**src/rtl/pipe_ctrl_pkg.sv**
```systemverilog
// pipe_ctrl_pkg: shared encodings for the pipeline stall/flush sequencer and its pipeline registers
package pipe_ctrl_pkg;
    localparam int DEF_REG_AW      = 5;
    localparam int DEF_MEM_TIMEOUT = 16;
    localparam int DEF_CNT_W       = 16;

    localparam logic [31:0] NOP_INSTR = 32'h0000_0000;

    typedef enum logic [1:0] {
        RUN      = 2'd0,
        HOLD     = 2'd1,
        MEM_WAIT = 2'd2
    } state_e;

    typedef struct packed {
        logic pc_we;
        logic ifid_we;
        logic ifid_flush;
        logic idex_bubble;
        logic exmem_we;
        logic memwb_we;
    } ctrl_t;

    // Stall keeps the back half moving and drains a bubble into EX; freeze halts everything.
    localparam ctrl_t CTRL_RUN    = '{1'b1, 1'b1, 1'b0, 1'b0, 1'b1, 1'b1};
    localparam ctrl_t CTRL_STALL  = '{1'b0, 1'b0, 1'b0, 1'b1, 1'b1, 1'b1};
    localparam ctrl_t CTRL_FREEZE = '{1'b0, 1'b0, 1'b0, 1'b0, 1'b0, 1'b0};
    localparam ctrl_t CTRL_RESET  = '{1'b0, 1'b0, 1'b0, 1'b1, 1'b0, 1'b0};
endpackage

```
**src/rtl/hazard_need_calc.sv**
```systemverilog
// hazard_need_calc: number of stall cycles the ID instruction needs before forwarding can serve it
module hazard_need_calc
    import pipe_ctrl_pkg::*;
#(
    parameter int REG_AW = DEF_REG_AW
) (
    input  logic [REG_AW-1:0] ifid_rs,
    input  logic [REG_AW-1:0] ifid_rt,
    input  logic              ifid_uses_rt,
    input  logic              ctrl_branch,
    input  logic              idex_mem_read,
    input  logic              idex_reg_wr,
    input  logic [REG_AW-1:0] idex_dst,
    input  logic              exmem_mem_read,
    input  logic [REG_AW-1:0] exmem_dst,
    output logic [1:0]        need
);
    logic ex_hit;
    logic mem_hit;

    assign ex_hit  = (idex_dst != '0) && ((idex_dst == ifid_rs) || (ifid_uses_rt && (idex_dst == ifid_rt)));
    assign mem_hit = (exmem_dst != '0) && ((exmem_dst == ifid_rs) || (ifid_uses_rt && (exmem_dst == ifid_rt)));

    // Branches compare in ID, so they also wait on ALU results and on loads one stage further on.
    always_comb begin
        need = ctrl_branch ?
               ((idex_mem_read && ex_hit) ? 2'd2 :
                ((idex_reg_wr && ex_hit) || (exmem_mem_read && mem_hit)) ? 2'd1 : 2'd0) :
               ((idex_mem_read && ex_hit) ? 2'd1 : 2'd0);
    end
endmodule

```
**src/rtl/pipeline_hazard_ctrl.sv**
```systemverilog
// pipeline_hazard_ctrl: stall, flush and freeze sequencing for the 5-stage pipeline
module pipeline_hazard_ctrl
    import pipe_ctrl_pkg::*;
#(
    parameter int REG_AW      = DEF_REG_AW,
    parameter int MEM_TIMEOUT = DEF_MEM_TIMEOUT,
    parameter int CNT_W       = DEF_CNT_W
) (
    input  logic              clk,
    input  logic              rst_n,
    input  logic [REG_AW-1:0] ifid_rs,
    input  logic [REG_AW-1:0] ifid_rt,
    input  logic              ifid_uses_rt,
    input  logic              ctrl_branch,
    input  logic              branch_taken,
    input  logic              idex_mem_read,
    input  logic              idex_reg_wr,
    input  logic [REG_AW-1:0] idex_dst,
    input  logic              exmem_mem_read,
    input  logic [REG_AW-1:0] exmem_dst,
    input  logic              dmem_req,
    input  logic              dmem_ready,
    output logic              pc_we,
    output logic              ifid_we,
    output logic              ifid_flush,
    output logic              idex_bubble,
    output logic              exmem_we,
    output logic              memwb_we,
    output logic              mem_timeout,
    output logic [CNT_W-1:0]  stall_cycles
);
    localparam int WW = $clog2(MEM_TIMEOUT + 1);

    state_e            state_q, state_d;
    state_e            saved_q, saved_d;
    state_e            eff;
    logic [1:0]        hold_q, hold_d;
    logic [WW-1:0]     wait_q, wait_d;
    logic              timeout_q, timeout_d;
    logic [CNT_W-1:0]  stall_q, stall_d;
    logic [1:0]        need;
    ctrl_t             ctrl;
    ctrl_t             run_ctrl;
    ctrl_t             out_ctrl;

    hazard_need_calc #(.REG_AW(REG_AW)) u_need (
        .ifid_rs        (ifid_rs),
        .ifid_rt        (ifid_rt),
        .ifid_uses_rt   (ifid_uses_rt),
        .ctrl_branch    (ctrl_branch),
        .idex_mem_read  (idex_mem_read),
        .idex_reg_wr    (idex_reg_wr),
        .idex_dst       (idex_dst),
        .exmem_mem_read (exmem_mem_read),
        .exmem_dst      (exmem_dst),
        .need           (need)
    );

    always_comb begin
        state_d   = state_q;
        saved_d   = saved_q;
        hold_d    = hold_q;
        wait_d    = wait_q;
        timeout_d = timeout_q;
        ctrl      = CTRL_FREEZE;
        run_ctrl  = CTRL_STALL;
        if (need == 2'd0) begin
            run_ctrl            = CTRL_RUN;
            run_ctrl.ifid_flush = ctrl_branch & branch_taken;
        end
        eff = (state_q == MEM_WAIT) ? saved_q : state_q;
        if (state_q != MEM_WAIT && dmem_req && !dmem_ready) begin
            saved_d = state_q;
            state_d = MEM_WAIT;
            wait_d  = WW'(1);
        end else if (state_q == MEM_WAIT && !dmem_ready) begin
            if (wait_q == WW'(MEM_TIMEOUT - 1)) begin
                timeout_d = 1'b1;
                state_d   = saved_q;
                wait_d    = '0;
            end else begin
                wait_d = wait_q + WW'(1);
            end
        end else begin
            // Completing a wait replays the saved state's own behaviour in the same cycle.
            wait_d = '0;
            if (eff == HOLD) begin
                ctrl    = CTRL_STALL;
                hold_d  = hold_q - 2'd1;
                state_d = (hold_d == 2'd0) ? RUN : HOLD;
            end else begin
                ctrl    = run_ctrl;
                state_d = (need == 2'd2) ? HOLD : RUN;
                hold_d  = (need == 2'd2) ? 2'd1 : hold_q;
            end
        end
        stall_d = (!ctrl.pc_we && !(&stall_q)) ? stall_q + CNT_W'(1) : stall_q;
    end

    always_ff @(posedge clk or negedge rst_n) begin
        if (!rst_n) begin
            state_q   <= RUN;
            saved_q   <= RUN;
            hold_q    <= '0;
            wait_q    <= '0;
            timeout_q <= 1'b0;
            stall_q   <= '0;
        end else begin
            state_q   <= state_d;
            saved_q   <= saved_d;
            hold_q    <= hold_d;
            wait_q    <= wait_d;
            timeout_q <= timeout_d;
            stall_q   <= stall_d;
        end
    end

    assign out_ctrl     = rst_n ? ctrl : CTRL_RESET;
    assign pc_we        = out_ctrl.pc_we;
    assign ifid_we      = out_ctrl.ifid_we;
    assign ifid_flush   = out_ctrl.ifid_flush;
    assign idex_bubble  = out_ctrl.idex_bubble;
    assign exmem_we     = out_ctrl.exmem_we;
    assign memwb_we     = out_ctrl.memwb_we;
    assign mem_timeout  = timeout_q;
    assign stall_cycles = stall_q;
endmodule
```
**config.mk**
```make
export PLATFORM = sky130hd
export DESIGN_NAME = pipeline_hazard_ctrl
export DESIGN_NICKNAME = d
export VERILOG_FILES = /design/src/rtl/pipe_ctrl_pkg.sv /design/src/rtl/hazard_need_calc.sv /design/src/rtl/pipeline_hazard_ctrl.sv
export SDC_FILE = /design/constraint.sdc
export NUM_CORES = 1
export LEC_CHECK = 0
export CAP_MARGIN = 20
export CORE_ASPECT_RATIO = 0.8
export CORE_UTILIZATION = 35
export CTS_CLUSTER_SIZE = 40
export DETAILED_ROUTE_END_ITERATION = 16
export DONT_BUFFER_PORTS = 1
export GPL_TIMING_DRIVEN = 0
export MAX_ROUTING_LAYER = met4
export SYNTH_ARGS = -nofsm -noshare
export SYNTH_HDL_FRONTEND = slang
export SYNTH_SLANG_ARGS = --single-unit
export TNS_END_PERCENT = 1
```
**constraint.sdc**
```tcl
create_clock -name clk -period 2.35 [get_ports clk]
set_input_delay 0.3525 -clock clk [delete_from_list [all_inputs] [get_ports clk]]
set_output_delay 0.3525 -clock clk [all_outputs]
set_load 0.05 [all_outputs]
```
==> results.toml <==
[outcome]
status = "finished, violations left"
violations = "setup timing"

[min_path]
hp-start = "dmem_ready"
hold_end = "wait_q[0]"
holdPathStages = 1
holdCritPathClass = "primary input to register"

[placement]
place_congestion = 0.776
hpwlAfterDp_um = 2760
dp_cells = 221
portBuffers = 0

[clocking]
cts_tree = "built"
cts_buffer_depth = 2
clock-root-buffer = "clkbuf_8"
clk_latency_ns = 0.27
clock-sinks = 28
htreeDepth = 1
cts.reportedPaths.clkPinSlew_ns = 0.08
numCtsBuffers = 3

[yosys]
synth-seq-cells = 28
syn-cell-area_um2 = 1640
synth.avg_cell_area_um2 = 9.98
syn_nets = 197
yosysWarnings = 0
synthDistinctLibCells = 36
ys_seq_area_share_pct = 42.8
netlist_instances = 164

[timing]
skew_ns = 0.00657
worst_slack_ns = -0.0442
tightest_slew_ns = 0.578
max_freq_mhz = 418
rsz0062_at_grt = "yes"
final-max-slew-violation-count = 0
period_needed_ns = 2.39
setup_violations = 1
final-hold-violation-count = 0
relSlewSlack_pct = 61.4
final.period_utilization_pct = 102

[finish]
nets = 208
areaGrowthSynthToFinish_pct = 15.0
drive_gt1_share_pct = 16.8
fin_cells = 230
diodes = 0
fin_util_pct = 43.4

[detailed_routing]
dr.pass1.iters = 4
avgRoutedWirePerCell_um = 15.5
ant_nets = 0
routed_wl_um = 3570
route.detailed.vias_per_inst = 5.46
remaining_drc_errors = 0
vias = 1255
drt-initial-drc-count = 28

[pwr]
power_density_nw_per_um2 = 747
combPwrFrac_pct = 22.7
internal_power_mw = 0.820
swShare_pct = 41.7
ir_drop_mv = 0.323
switchingPower_mw = 0.586
seq_power_share_pct = 59.8
cellLeakagePower_nw = 0.793
p_clk_share_pct = 17.4

[worst_setup_path]
reg2reg_slack_ns = 0.12
cp-end-kind = "primary output"
worstSetupStartpointType = "primary input"
worstPathArrival_ns = 2.04
reg2reg_to = "stall_cycles[15]"
ff2ff_path_depth = 7
r2r_start = "stall_cycles[7]"
path_max_fanout = 3
cp.required_ns = 2.00
path_class = "primary input to primary output"

[grt]
grt_start_max_net_pins = 29
antenna_found_initial = 0
first_global_vias = 1293
grt_pass1_wl_um = 5990
grt_use_total_pct = 15.9
globalRoute.totalOverflow = 0

[floorplan]
dieWidth_um = 78.5
rows = 21
coreArea_um2 = 4340
start_util_pct = 37.7
chipHeight_um = 63.2
die_area_um2 = 4950
pin_count = 53

[flow_run]
max_cap_violations = 0
## layout by cell type (no fill, tap or decap), drive strengths merged
cell type     n
a21oi         4
o32ai         1
a21o          2
nor4          2
dfrtp        28
and4b         1
nand2b        3
nand2        19
nor4b         1
a31o          1
clkbuf        4
xor2         14
nor2b         4
o21bai        1
a31oi         1
xnor2        22
a32oi         1
and3          6
or4           2
mux2          2
inv           2
nor2          9
nand3         8
nor3          5
o211ai        1
ha            3
and2          2
buf           8
nand4         9
nand3b        1
a2bb2oi       2
dlygate4sd3   1
o21ai         3
## metrics by stage
stage	instance area, um2	power [mW]	hold WS, ns	TNS [ns]	setup slack (ns)
after detailed placement	1720	1.14	0.0573	-0.380	-0.229
after global routing	1880	1.50	0.130	-0.0748	-0.0748
after global placement	1720	1.12	0.0575	-0.358	-0.218
after CTS	1850	1.42	0.130	-0.0824	-0.0824
after floorplan	1650	1.07	0.0569	-0.0684	-0.0684
final	1880	1.41	0.145	-0.0442	-0.0442
## how the worst max path moves through the flow
stage	from	endpoint	slack, ns	cells after the start
3_3_place_gp	exmem_dst[0]	ifid_flush	-0.22	6
3_5_place_dp	exmem_dst[0]	ifid_flush	-0.23	6
5_1_grt	exmem_dst[4]	ifid_flush	-0.07	6
4_1_cts	exmem_dst[4]	ifid_flush	-0.08	6
6_report	exmem_dst[4]	ifid_flush	-0.04	6
2_1_floorplan	exmem_dst[0]	ifid_flush	-0.07	6
## worst max-delay path, cell delays in order
cell and delay (ns):
or4_4 0.54, o211ai_4 0.19, a2bb2oi_4 0.19, nand2b_4 0.08
nor2b_4 0.32, and3_4 0.36
## registers in the layout (all words and copies together), names as in the netlist
name / count
hold_q: 2
wait_q: 5
stall_cycles: 16
saved_q: 2
mem_timeout: 1
state_q: 2
## cell type report
type | count | area, um2
Sequential cell | 28 | 702
Buffer | 4 | 30.0
Clock buffer | 3 | 41.3
Timing Repair Buffer | 6 | 60.1
Fill cell | 412 | 2450
Multi-Input combinational cell | 130 | 970
Inverter | 2 | 7.51
Tap cell | 57 | 71.3
## power groups by stage
stage / sequential (mW) / clock (mW) / combinational [mW]
3_5_place_dp: 0.852 / 0 / 0.287
5_1_grt: 0.856 / 0.282 / 0.358
6_report: 0.841 / 0.245 / 0.320
2_1_floorplan: 0.828 / 0 / 0.247
3_3_place_gp: 0.845 / 0 / 0.276
4_1_cts: 0.842 / 0.261 / 0.320
## logic make-up after synthesis
| kind of cell | synth area share (%) |
|---|---|
| simple gates | 23.5 |
| xor+xnor | 19.3 |
| flops | 42.8 |
| compound gates | 8.41 |
| buf+inv | 2.29 |
| fa+ha+maj | 2.29 |
| mux | 1.38 |
## Yosys cell counts
library cell	number	area [um2]
a21o_1	2	15.0
a21oi_1	3	15.0
a21oi_4	1	16.3
a2bb2oi_1	1	8.76
a2bb2oi_2	1	15.0
a31o_2	1	8.76
a31oi_1	1	6.26
a32oi_1	1	8.76
and2_1	2	12.5
and3_1	6	37.5
and4b_1	1	10.0
buf_4	2	15.0
buf_6	1	11.3
clkbuf_1	1	3.75
dfrtp_1	28	701
ha_1	3	37.5
inv_1	2	7.51
mux2_2	2	22.5
nand2_1	19	71.3
nand2b_1	3	18.8
nand3_1	8	40.0
nand3b_1	1	7.51
nand4_1	9	56.3
nor2_1	9	33.8
nor2b_1	4	25.0
nor3_1	4	20.0
nor3_2	1	10.0
nor4_1	2	12.5
nor4b_2	1	15.0
o211ai_2	1	12.5
o21ai_0	3	15.0
o21bai_1	1	7.51
o32ai_1	1	8.76
or4_1	2	15.0
xnor2_1	22	193
xor2_1	14	123
## timing repair
action | CTS | global route
setup endpoints to repair | 3 | 3
cloned | 0 | 0
endpoints found under the hold margin | 28 | 0
setup buffers | 3 | 1
resized for setup | 7 | 5
hold buffers | 2 | 0
pin swaps | 5 | 4
## metal layers
layer	share of wire, %	track usage, %
met1	44	18.8
met5	0	-
met3	7.1	4.78
met4	1.8	3.94
met2	47	26.5
No activity file was read; power rests on OpenSTA's default activity.
